File: config.mk
export PLATFORM = sky130hd
export DESIGN_NAME = uart_tx_fifo
export DESIGN_NICKNAME = d
export VERILOG_FILES = /design/src/rtl/uart_tx_fifo.sv
export SDC_FILE = /design/constraint.sdc
export NUM_CORES = 1
export LEC_CHECK = 0
export CAP_MARGIN = 20
export CORE_UTILIZATION = 48
export CTS_BUF_LIST = sky130_fd_sc_hd__clkbuf_4
export CTS_CLUSTER_DIAMETER = 60
export DETAILED_ROUTE_END_ITERATION = 6
export DONT_BUFFER_PORTS = 1
export HOLD_SLACK_MARGIN = 0.1
export SYNTH_ARGS = -nofsm -noshare
export SYNTH_HDL_FRONTEND = slang
export SYNTH_SLANG_ARGS = --single-unit
File: constraint.sdc
create_clock -name i_clk -period 3.9 [get_ports i_clk]
set_input_delay 0.78 -clock i_clk [delete_from_list [all_inputs] [get_ports i_clk]]
set_output_delay 0.78 -clock i_clk [all_outputs]
set_load 0.02 [all_outputs]
File: src/rtl/uart_tx_fifo.sv
`default_nettype none
// ============================================================================
//  Module   : uart_tx_fifo
//  Purpose  : Transmit-side byte FIFO between the UART MMIO register block
//             and the uart_tx serializer. A drain FSM pops one byte at a
//             time, pulses the serializer start input, and tracks the
//             busy handshake. The module exports level, full, empty,
//             sticky overflow and idle status.
//  Revision : 1.0 - initial release
// ============================================================================
module uart_tx_fifo #(
   parameter int DEPTH         = 16,
   parameter int ADDR_W        = 4,
   parameter int START_TIMEOUT = 4
) (
   input  logic              i_clk,
   input  logic              i_rst,
   input  logic              i_wr_en,
   input  logic [7:0]        i_wr_data,
   input  logic              i_flush,
   input  logic              i_ovf_clr,
   output logic              o_full,
   output logic              o_empty,
   output logic [ADDR_W:0]   o_level,
   output logic              o_overflow,
   output logic              o_idle,
   output logic [7:0]        o_tx_data,
   output logic              o_tx_start,
   input  logic              i_tx_busy
);

   // Counter wide enough to hold START_TIMEOUT itself.
   localparam int CNT_W_RAW = $clog2(START_TIMEOUT + 1);
   localparam int CNT_W     = (CNT_W_RAW < 1) ? 1 : CNT_W_RAW;

   localparam logic [ADDR_W:0]   FULL_LEVEL   = (ADDR_W + 1)'(DEPTH);
   localparam logic [ADDR_W:0]   LEVEL_ONE    = (ADDR_W + 1)'(1);
   localparam logic [ADDR_W-1:0] PTR_ONE      = ADDR_W'(1);
   localparam logic [CNT_W-1:0]  CNT_ONE      = CNT_W'(1);
   localparam logic [CNT_W-1:0]  TIMEOUT_LAST = CNT_W'(START_TIMEOUT);

   typedef enum logic [1:0] {
      ST_IDLE      = 2'd0,
      ST_LOAD      = 2'd1,
      ST_WAIT_BUSY = 2'd2,
      ST_WAIT_DONE = 2'd3
   } state_t;

   // ------------------------------------------------------------------------
   // Storage and bookkeeping state
   // ------------------------------------------------------------------------
   logic [7:0]        mem [DEPTH];
   logic [ADDR_W-1:0] wr_ptr;
   logic [ADDR_W-1:0] rd_ptr;
   logic [ADDR_W:0]   level;
   logic              overflow;
   logic [7:0]        tx_data;

   state_t            state;
   state_t            state_next;
   logic [CNT_W-1:0]  tmo_cnt;
   logic [CNT_W-1:0]  tmo_cnt_inc;

   // Control decoded from the FSM
   logic              pop;
   logic              tmo_clr;
   logic              tmo_inc;
   logic              tx_start;

   // Push qualification. A full FIFO never accepts, even when a pop retires
   // an entry in the same cycle; a push coinciding with flush is silently
   // discarded and is not counted as an overflow.
   logic              push_ok;
   logic              drop;

   assign push_ok     = i_wr_en && !o_full && !i_flush;
   assign drop        = i_wr_en &&  o_full && !i_flush;
   assign tmo_cnt_inc = tmo_cnt + CNT_ONE;

   // ------------------------------------------------------------------------
   // Status outputs, all derived from registered state
   // ------------------------------------------------------------------------
   assign o_level    = level;
   assign o_full     = (level == FULL_LEVEL);
   assign o_empty    = (level == '0);
   assign o_overflow = overflow;
   assign o_idle     = o_empty && (state == ST_IDLE);
   assign o_tx_data  = tx_data;
   assign o_tx_start = tx_start;

   // Byte storage; no reset needed since occupancy is tracked by level.
   always_ff @(posedge i_clk) begin
      if (push_ok) begin
         mem[wr_ptr] <= i_wr_data;
      end
   end

   // Write pointer: advances on accepted pushes, returns to zero on flush.
   always_ff @(posedge i_clk) begin
      if (i_rst || i_flush) begin
         wr_ptr <= '0;
      end else if (push_ok) begin
         wr_ptr <= wr_ptr + PTR_ONE;
      end
   end

   // Read pointer: advances on each pop, returns to zero on flush.
   always_ff @(posedge i_clk) begin
      if (i_rst || i_flush) begin
         rd_ptr <= '0;
      end else if (pop) begin
         rd_ptr <= rd_ptr + PTR_ONE;
      end
   end

   // Occupancy counter; simultaneous push and pop leave it unchanged.
   always_ff @(posedge i_clk) begin
      if (i_rst || i_flush) begin
         level <= '0;
      end else begin
         case ({push_ok, pop})
            2'b10:   level <= level + LEVEL_ONE;
            2'b01:   level <= level - LEVEL_ONE;
            default: level <= level;
         endcase
      end
   end

   // Sticky overflow flag; a dropped push beats a clear in the same cycle.
   always_ff @(posedge i_clk) begin
      if (i_rst) begin
         overflow <= 1'b0;
      end else if (drop) begin
         overflow <= 1'b1;
      end else if (i_ovf_clr) begin
         overflow <= 1'b0;
      end
   end

   // Serializer data register: captured at pop, held until the next pop.
   always_ff @(posedge i_clk) begin
      if (i_rst) begin
         tx_data <= 8'h00;
      end else if (pop) begin
         tx_data <= mem[rd_ptr];
      end
   end

   // Start-handshake timeout counter, cleared in LOAD.
   always_ff @(posedge i_clk) begin
      if (i_rst || tmo_clr) begin
         tmo_cnt <= '0;
      end else if (tmo_inc) begin
         tmo_cnt <= tmo_cnt_inc;
      end
   end

   // ------------------------------------------------------------------------
   // Drain FSM
   // ------------------------------------------------------------------------

   // State register.
   always_ff @(posedge i_clk) begin
      if (i_rst) begin
         state <= ST_IDLE;
      end else begin
         state <= state_next;
      end
   end

   // Next-state and control decode.
   always_comb begin
      state_next = state;
      pop        = 1'b0;
      tmo_clr    = 1'b0;
      tmo_inc    = 1'b0;
      tx_start   = 1'b0;

      case (state)
         ST_IDLE: begin
            // Only launch when the serializer has finished its last frame.
            if (!o_empty && !i_tx_busy) begin
               pop        = 1'b1;
               state_next = ST_LOAD;
            end
         end

         ST_LOAD: begin
            tx_start   = 1'b1;
            tmo_clr    = 1'b1;
            state_next = ST_WAIT_BUSY;
         end

         ST_WAIT_BUSY: begin
            if (i_tx_busy) begin
               state_next = ST_WAIT_DONE;
            end else begin
               // Serializer never acknowledged: give up, the byte is lost.
               tmo_inc = 1'b1;
               if (tmo_cnt_inc == TIMEOUT_LAST) begin
                  state_next = ST_IDLE;
               end
            end
         end

         ST_WAIT_DONE: begin
            if (!i_tx_busy) begin
               state_next = ST_IDLE;
            end
         end

         default: begin
            state_next = ST_IDLE;
         end
      endcase
   end

endmodule
`default_nettype wire

# Yosys cells after proc, flatten, opt, wreduce, memory -nomap -nowiden
# Memory sizes are Yosys's and may differ from the RTL's. A register that Yosys moved wholly into a read port is not among the register bits.
# Cells that the tools add are included.
[word_totals]
regBits = 19
ram_bits = 128
in_bits = 14
out_inout_bits = 18
word_cells = 54
n_memories = 1
[memory_table]
columns = ["name", "depth", "width", "read_ports", "rd_ports_with_merged_regs", "wr", "line_no", "rtl"]
rows = [
  ["mem", 16, 8, 1, 1, 1, "52", "logic [7:0] mem [DEPTH];"],
]
[classes]
n_addsub = 5
eq_ne = 10
mux = 15
reduce_logical = 17
[op_table]
columns = ["operator", "count"]
rows = [
  ["$pmux 5 s2", 1],
  ["$mux 1", 9],
  ["$add 4x1->4 const B", 2],
  ["$mux 2", 4],
  ["$pmux 2 s4", 1],
  ["$eq 2x2->1 const B", 3],
  ["$logic_and 1x1->1", 6],
  ["$add 5x1->5 const B", 1],
  ["$eq 5x5->1 const B", 1],
  ["$logic_not 5->1", 1],
  ["$sub 5x1->5 const B", 1],
  ["$eq 2x1->1 const B", 2],
  ["$logic_not 1->1", 4],
  ["$reduce_bool 2->1", 2],
  ["$add 3x1->3 const B", 1],
  ["$eq 3x3->1 const B", 1],
  ["$ne 3x3->1 const B", 1],
  ["$reduce_and 3->1", 1],
  ["$logic_not 2->1", 1],
  ["$logic_or 1x1->1", 2],
  ["$ne 2x1->1 const B", 1],
  ["$ne 2x2->1 const B", 1],
]

# Longest topological paths before layout
# Gate-level depths: netlist (run 1).
[logic_depth]
ltp_word = 7
ltp_mapped = 13
ltp_nobuf = 11

# Least setup slack after synthesis (run 1)
# OpenSTA, ideal clock, no wires.
[synth_timing]
path_type = "input-to-reg"
from = "input i_tx_busy"
to = "register level[4], in the netlist o_level[4]"
setup_ps = 70
t_arrival_ps = 3133
required_time_ps = 3830
path_slack_ps = 697
path_stages = 12
n_path_buf = 2
path_cell_list = "or2_1 -> a211oi_2 -> buf_2 -> ha_1 -> clkbuf_1 -> xor2_1 -> ha_1 -> a211o_1 -> a21oi_1 -> a211oi_1 -> or3_1 -> a21oi_1"
[synth_between]
elab_chain_cells = 6
word_cells_on_any_way = 8
cone_classes = "eq/ne: 2; mux: 3; reduce/logical: 3"
[synth_rtl]
columns = ["item", "line_no", "rtl"]
rows = [
  ["start: declaration", "29", "input logic i_tx_busy"],
  ["$logic_not 1->1 (*)", "-", ""],
  ["$logic_and 1x1->1 (*)", "182", "if (!o_empty && !i_tx_busy) begin"],
  ["$mux 1 (*)", "182", ""],
  ["$mux 1 (*)", "179", "case (state)"],
  ["net pop", "65", "logic pop;"],
  ["$eq 2x1->1 or $eq 2x2->1 (tied branches)", "121", "case ({push_ok, pop})"],
  ["$pmux 5 s2 or $reduce_bool 2->1 (tied branches)", "-", ""],
  ["end signal: assignment", "122", "2'b10: level <= level + LEVEL_ONE;"],
  ["end signal: assignment", "123", "2'b01: level <= level - LEVEL_ONE;"],
  ["end signal: assignment", "124", "default: level <= level;"],
  ["end: declaration", "55", "logic [ADDR_W:0] level;"],
]
# The timed path passes the listed nets; every way through them passes the cells marked *.
# A chain may end at the register's enable or synchronous reset.

# Worst setup path after layout (run 1)
[layout_timing]
from = "register level[1], in the netlist o_level[1]"
to = "output o_idle"
[layout_between]
elab_chain_cells = 2
[layout_rtl]
columns = ["item", "line_no", "rtl"]
rows = [
  ["$logic_not 5->1", "85", "assign o_empty = (level == '0);"],
  ["net o_empty", "23", "output logic o_empty,"],
  ["$logic_and 1x1->1", "87", "assign o_idle = o_empty && (state == ST_IDLE);"],
  ["end: declaration", "26", "output logic o_idle,"],
]
# The timed path passes the listed nets, and every way through them passes these cells.

==> results of run 1 <==
worst paths after layout:
| check | cells after the start | end | startpoint | slack [ns] |
|---|---|---|---|---|
| worst max-delay path | 3 | o_idle | o_level[1] | 0.59 |
| worst min-delay path | 1 | o_overflow | i_rst | 0.29 |
| worst max register to register | 11 | o_level[4] | o_level[1] | 0.80 |
| worst min register to register | 2 | o_tx_data[3] | o_tx_data[3] | 0.59 |
power by group through the flow:
stage / Combinational [mW] / Sequential [mW] / Clock [mW]
2_1_floorplan: 0.0572 / 1.85 / 0
3_3_place_gp: 0.0672 / 1.85 / 0
3_5_place_dp: 0.0680 / 1.85 / 0
4_1_cts: 0.0685 / 1.82 / 1.14
5_1_grt: 0.0749 / 1.82 / 1.21
6_report: 0.0680 / 1.82 / 1.12
sequential cells by signal, indices dropped and copies added, names as in the netlist:
register	cells
wr_ptr	4
o_level	5
state	2
tmo_cnt	3
o_tx_data	8
o_overflow	1
mem	128
rd_ptr	4
per-stage QoR:
stage	total power, mW	cell area [um^2]	instances	hold WS, ns	util [%]
floorplan	1.907	6369	416	0.5263	-
finish	3.002	6873	608	0.2927	53.81
detailed placement	1.922	6536	576	0.5753	51.17
global route	3.099	6873	608	0.2296	53.81
global placement	1.921	6536	576	0.5570	51.17
CTS	3.024	6873	608	0.2431	53.81
cell type report:
cell class / count / area, um^2 / share of cell area, %
flip-flops and latches: 155 / 4385 / 63.81
multi-input cells: 234 / 1842 / 26.80
well taps: 172 / 215.2 / 3.131
clock inverters: 14 / 201.4 / 2.931
clock buffers: 18 / 135.1 / 1.966
repair buffers: 10 / 75.07 / 1.092
inverters: 5 / 18.77 / 0.2731
critical path, cell delays in order, from the launching register on:
cell and delay, ns:
dfxtp_1 0.48, nor4_2 0.55, and2_1 0.36, nor3b_1 0.59
cells in the final DEF, fill, tap and decap left out, types with 5 or more instances in the layout:
master     Yosys  routed
buf_4          2      10
nor2_1        42      42
o22ai_1       24      24
clkbuf_4       0      18
nand2_1       13      13
dfxtp_1       27      26
xor2_1         8       8
bufinv_16      0       5
ha_1          11      11
a211oi_1       9       9
mux4_1         6       6
inv_1          5       5
edfxtp_1     128     128
nor3_1         6       6
a21oi_1       10      10
mux2i_1       48      48
nand2b_1       6       6
o21ai_0        6       6
layer usage:
| layer | global-route usage [%] | up-vias | wire (um) |
|---|---|---|---|
| met5 | 0 | - | 0 |
| met4 | 7.089 | 0 | 65 |
| met3 | 4.789 | 5 | 451 |
| met2 | 28.78 | 62 | 5741 |
| met1 | 28.60 | 1671 | 6011 |
| li1 | - | 1623 | - |
kinds of logic (layout without fill, tap and decap cells):
family                     Yosys count  after routing  share of synthesized area, %
and+or+nand+nor                     92             92                         7.014
DFF                                155            155                         68.84
AOI/OAI and AO/OA                   63             63                         6.935
buffers and inverters               27             47                         2.240
muxes                               58             58                         11.43
xor gates and xnor gates            10             10                         1.375
adders and majority gates           11             11                         2.161
==> results.md, run 1 <==
- Final Cycle Share: a little over four fifths
- Total number of vias: 3361
- Die area: between 0.01 and 0.015 mm^2
- CP Class: reg2out
- Chip Height: about 120 um
- Yosys top cell area share: around three fifths
- Nets: between 400 and 500
- Switching share of power: between 20 and 25%
- Antenna Nets Post-Route: 0
- Part of the Yosys area used for sequential elements: between 60% and 70%
- Io pins: 32
- EDFF count, synth: ~130
- Synthesis Warnings: 0
- Outcome: completed
- Hold Fails Final Rpt: 0
- Width of the chip: approximately 120 um
- Worst Tran Pin Value: roughly 0.98 ns
- Clock share of power: around 37%
- Port Buf Inserts: 0
- Min setup slack post-route: slightly below 0.6 ns
- Mapped Avg Cell Area: 15.31 um^2
- Post-DP HPWL: 7795 um
- Clock sinks: approximately 160
- Grt total ovfl: 0
- Pint: 2.399 mW
- Post-Place Setup Slack: around 0.74 ns
- Share of power burned in registers: about three fifths
- Switching power total: about 0.6 mW
- Router iterations before antenna repair: 5
- Final wirelength: approximately 12000 um
- Async SR Flop Fraction: 0%
- Post-Syn Nets: 441
- Most common cell in the synthesized netlist: edfxtp_1
- CTS resizes: 0
- Synth Instances: around 420
- Worst-case vdd ir drop: around 0.33 mV
- Setup bufs post-CTS: 0
- TritonCTS clock tree: built
- Min Tclk post-route: between 3 and 4 ns
- Register bit total from synthesis: about 160
- Clock tree buffer depth: 2
- Synthesized area: between 0.006 and 0.007 mm^2
- Num CTS Buffers: 17
- CP Capture Type: output pin
- Comb power frac: 2.3%
- Starting density of the core: between 40% and 50%
- Worst min-delay path class: in2reg
- Initial antenna violation count: 0
- Setup violators final: 0
- Most instantiated cells after synthesis: edfxtp_1, mux2i_1, nor2_1, dfxtp_1, o22ai_1
- Achievable clock frequency: 302.4 MHz
- Initial DRC Count: roughly 320
- Core Rows: 41
- Share of layout cells above drive strength 1: about an eighth
- Largest net degree at the start of global routing: 30
- Wire per inst: 20.18 um
- Final TNS setup: 0 ns
- Core Box Area: 0.01277 mm^2
- Number of global-route vias before repair: 3140
- Diode count: 0
- Vias/cell: 5.528
- Worst Setup Start Kind: register
- GRT Overall Usage: a little under 20%
- # fillers: between 1000 and 1500
- Rel. slew slack: 34.38%
- Syn-to-layout area delta: 7.917%
- Routability Congestion: between 0.8 and 0.9
- CP max FO: 9
- Yosys top cell by area: edfxtp_1
- Worst-Skew Late Latency: ~0.55 ns
- RSZ-0062 raised after global routing: false
- Clock transition at path regs: around 0.12 ns
- Top post-synthesis cells by area: edfxtp_1, dfxtp_1, mux2i_1
- Data arrival, critical path: between 2 and 3 ns
- First-pass GRT wire length: about 18000 um
- Cell variety after synth: 44
- Pwr/cell area: 436.8 mW/mm^2
- Final slew viol count: 0
- Root Driver: clkbuf_4
- CP Data Required Time: roughly 3.1 ns
- Hold buffers post-CTS: 0
- Ys flop type: edfxtp_1
- Clock skew after layout: 0.01514 ns
- Leak: about 2.1 nW
- Max cap viols: 0
- Htree depth: 4
- DRC Markers: 0
(Power assumes the default switching activity.)
==> inputs of run 2 (changes only) <==
- PLACE_DENSITY: default -> 0.65
- clock period: 3.9 -> 2.85 ns (I/O delays scaled with it)
==> results.md, run 2 (synthesis results as in run 1) <==
- GRT Overall Usage: 21.29% (was 19.66%)
- Placed cell area: 0.006723 mm^2 (was 0.006536 mm^2)
- Pwr/cell area: 593.7 mW/mm^2 (was 436.8 mW/mm^2)
- CP Capture Type: output pin (unchanged)
- Worst min-delay path class: in2reg (unchanged)
- Clock tree buffer depth: 2 (unchanged)
- Crit path from: o_level[0] (was o_level[1])
- Top delay family on crit path: simple AND/OR/NAND/NOR gates (unchanged)
- Hold Fails Final Rpt: 0 (unchanged)
- Final slew viol count: 0 (unchanged)
- DRC Markers: 0 (unchanged)
- Most frequent cells in the layout: edfxtp_1, mux2i_1, nor2_1, buf_4, dfxtp_1 (was edfxtp_1, mux2i_1, nor2_1, dfxtp_1, o22ai_1)
- Max incr delay on CP: 0.42 ns (was 0.59 ns)
- Largest net degree at the start of global routing: 25 (was 30)
- Nets: 479 (was 448)
- CP max FO: 4 (was 9)
- Core Box Area: 0.01277 mm^2 (unchanged)
- Worst r2r src: o_level[0] (was o_level[1])
- Final Cycle Share: between 90 and 100%
- Leak: 2.323 nW (was 2.142 nW)
- Largest register FFs: 128 (unchanged)
- Starting density of the core: 49.86% (unchanged)
- Die area: 0.01373 mm^2 (unchanged)
- Worst Setup Start Kind: register (unchanged)
- CP max stage cell: nor4_4 (was nor3b_1)
- Initial antenna violation count: 1 (was 0)
- Chip Height: 117.2 um (unchanged)
- Setup bufs post-CTS: 0 (unchanged)
- Outcome: completed (unchanged)
- Wire per inst: 20.44 um (was 20.18 um)
- Reg with most FFs: mem (unchanged)
- FF-to-FF path depth: 10 (was 11)
- Root Driver: clkbuf_4 (unchanged)
- RSZ-0062 raised after global routing: false (unchanged)
- Num CTS Buffers: 17 (unchanged)
- Commonest non-fill, non-tap cell in the layout: edfxtp_1 (unchanged)
- WP buf/inv: 1 (was 0)
- Clock sinks: 155 (unchanged)
- Placed Instances: 598 (was 576)
- Worst-case vdd ir drop: 0.3614 mV (was 0.3324 mV)
- Final wirelength: 13080 um (was 12270 um)
- Io pins: 32 (unchanged)
- Vias/cell: 5.584 (was 5.528)
- Routability Congestion: 0.8115 (was 0.8017)
- First-pass GRT wire length: 20040 um (was 18470 um)
- Min Tclk post-route: 2.586 ns
- Share of layout cells above drive strength 1: 16.49% (was 11.93%)
- Port Buf Inserts: 0 (unchanged)
- Achievable clock frequency: just under 400 MHz
- Final TNS setup: 0 ns (unchanged)
- Worst R2R End: o_level[4] (unchanged)
- Data arrival, critical path: 2.02 ns (was 2.53 ns)
- Finished Layout Cells: 640 (was 608)
- Initial DRC Count: 289 (was 316)
- Core Rows: 41 (unchanged)
- Router iterations before antenna repair: 4 (was 5)
- Post-route cell area: 0.007181 mm^2 (was 0.006873 mm^2)
- CP Class: reg2out (unchanged)
- Clock transition at path regs: 0.12 ns (about the same)
- Flop2flop setup slack: 0.30 ns (was 0.80 ns)
- Syn-to-layout area delta: 12.75% (was 7.917%)
- Setup violators final: 0 (unchanged)
- Worst-Skew Late Latency: 0.56 ns (was 0.55 ns)
- CP Cell Sequence: nor4_4 > and2_2 > nor3b_1 > buf_4 (was nor4_2 > and2_1 > nor3b_1)
- CP Data Required Time: 2.28 ns (was 3.12 ns)
- TritonCTS clock tree: built (unchanged)
- Hold Crit Depth: 2 (was 1)
- Htree depth: 4 (unchanged)
- Antenna Nets Post-Route: 0 (unchanged)
- End point of the critical path: o_idle (unchanged)
- Max cap viols: 0 (unchanged)
- Width of the chip: 117.2 um (unchanged)
- Clock skew after layout: 0.01259 ns (was 0.01514 ns)
- WP depth: 4 (was 3)
- Rel. slew slack: 48.73% (was 34.38%)
- Total number of vias: 3574 (was 3361)
- Number of global-route vias before repair: 3597 (was 3140)
- Tot Pwr: 4.263 mW (was 3.002 mW)
- Grt total ovfl: 0 (unchanged)
- Worst Tran Pin Value: 0.7496 ns (was 0.9807 ns)
- Post-DP HPWL: 8552 um (was 7795 um)
## run 2: cell count changes in the layout (fill, tap and decap cells not counted), moves of 2 or more
cell and delta:
buf_4 +21, dlygate4sd3_1 +9, clkinv_1 -2, clkinv_2 -2, inv_4 +2
## run 2: layer usage
layer | GRT usage (%) | part of all wire [%] | vias to the layer above
li1 | - | - | 1687
met1 | 27.70 | 45 | 1783
met2 | 33.69 | 49 | 84
met3 | 5.613 | 4.0 | 20
met4 | 9.620 | 2.2 | 0
met5 | 0 | 0 | -
## run 2: layout make-up
| cell class | instances | area [um^2] |
|---|---|---|
| clock inverter | 13 | 221.5 |
| clock buffer | 19 | 142.6 |
| tap | 172 | 215.2 |
| timing repair buffer | 41 | 342.8 |
| sequential | 155 | 4385 |
| inverter | 5 | 18.77 |
| multi-input combinational | 234 | 1852 |
| antenna | 1 | 2.502 |
| fill | 1001 | 5593 |
## run 2: per-stage QoR
stage / hold slack (ns) / utilization, % / setup WS [ns]
6_report: 0.1475 / 56.22 / 0.2642
5_1_grt: 0.1121 / 56.22 / 0.02179
4_1_cts: 0.1051 / 56.19 / 0.1733
3_5_place_dp: 0.5683 / 52.63 / 0.2585
3_3_place_gp: 0.5710 / 52.63 / 0.3072
2_1_floorplan: 0.5263 / - / 0.001111
## run 2: power by group
group / internal (mW) / leakage [nW] / total [mW] / switching, mW
logic: 0.0530 / 0.756 / 0.148 / 0.0951
registers: 2.46 / 1.37 / 2.48 / 0.0202
clock network: 0.887 / 0.195 / 1.63 / 0.745
## run 2: worst min path at each step
| stage | start | end | slack, ns |
|---|---|---|---|
| finish | i_tx_busy | state[0] | 0.15 |
| global route | i_tx_busy | state[0] | 0.11 |
| CTS | i_tx_busy | state[0] | 0.11 |
| detailed placement | tmo_cnt[1] | tmo_cnt[1] | 0.57 |
| global placement | tmo_cnt[2] | tmo_cnt[2] | 0.57 |
| floorplan | tmo_cnt[1] | tmo_cnt[1] | 0.53 |
## run 2: timing repair
item,4_1_cts,5_1_grt
setup endpoints to repair,0,1
gates resized for setup,0,1
hold buffers,9,0
endpoints found under the hold margin,142,0
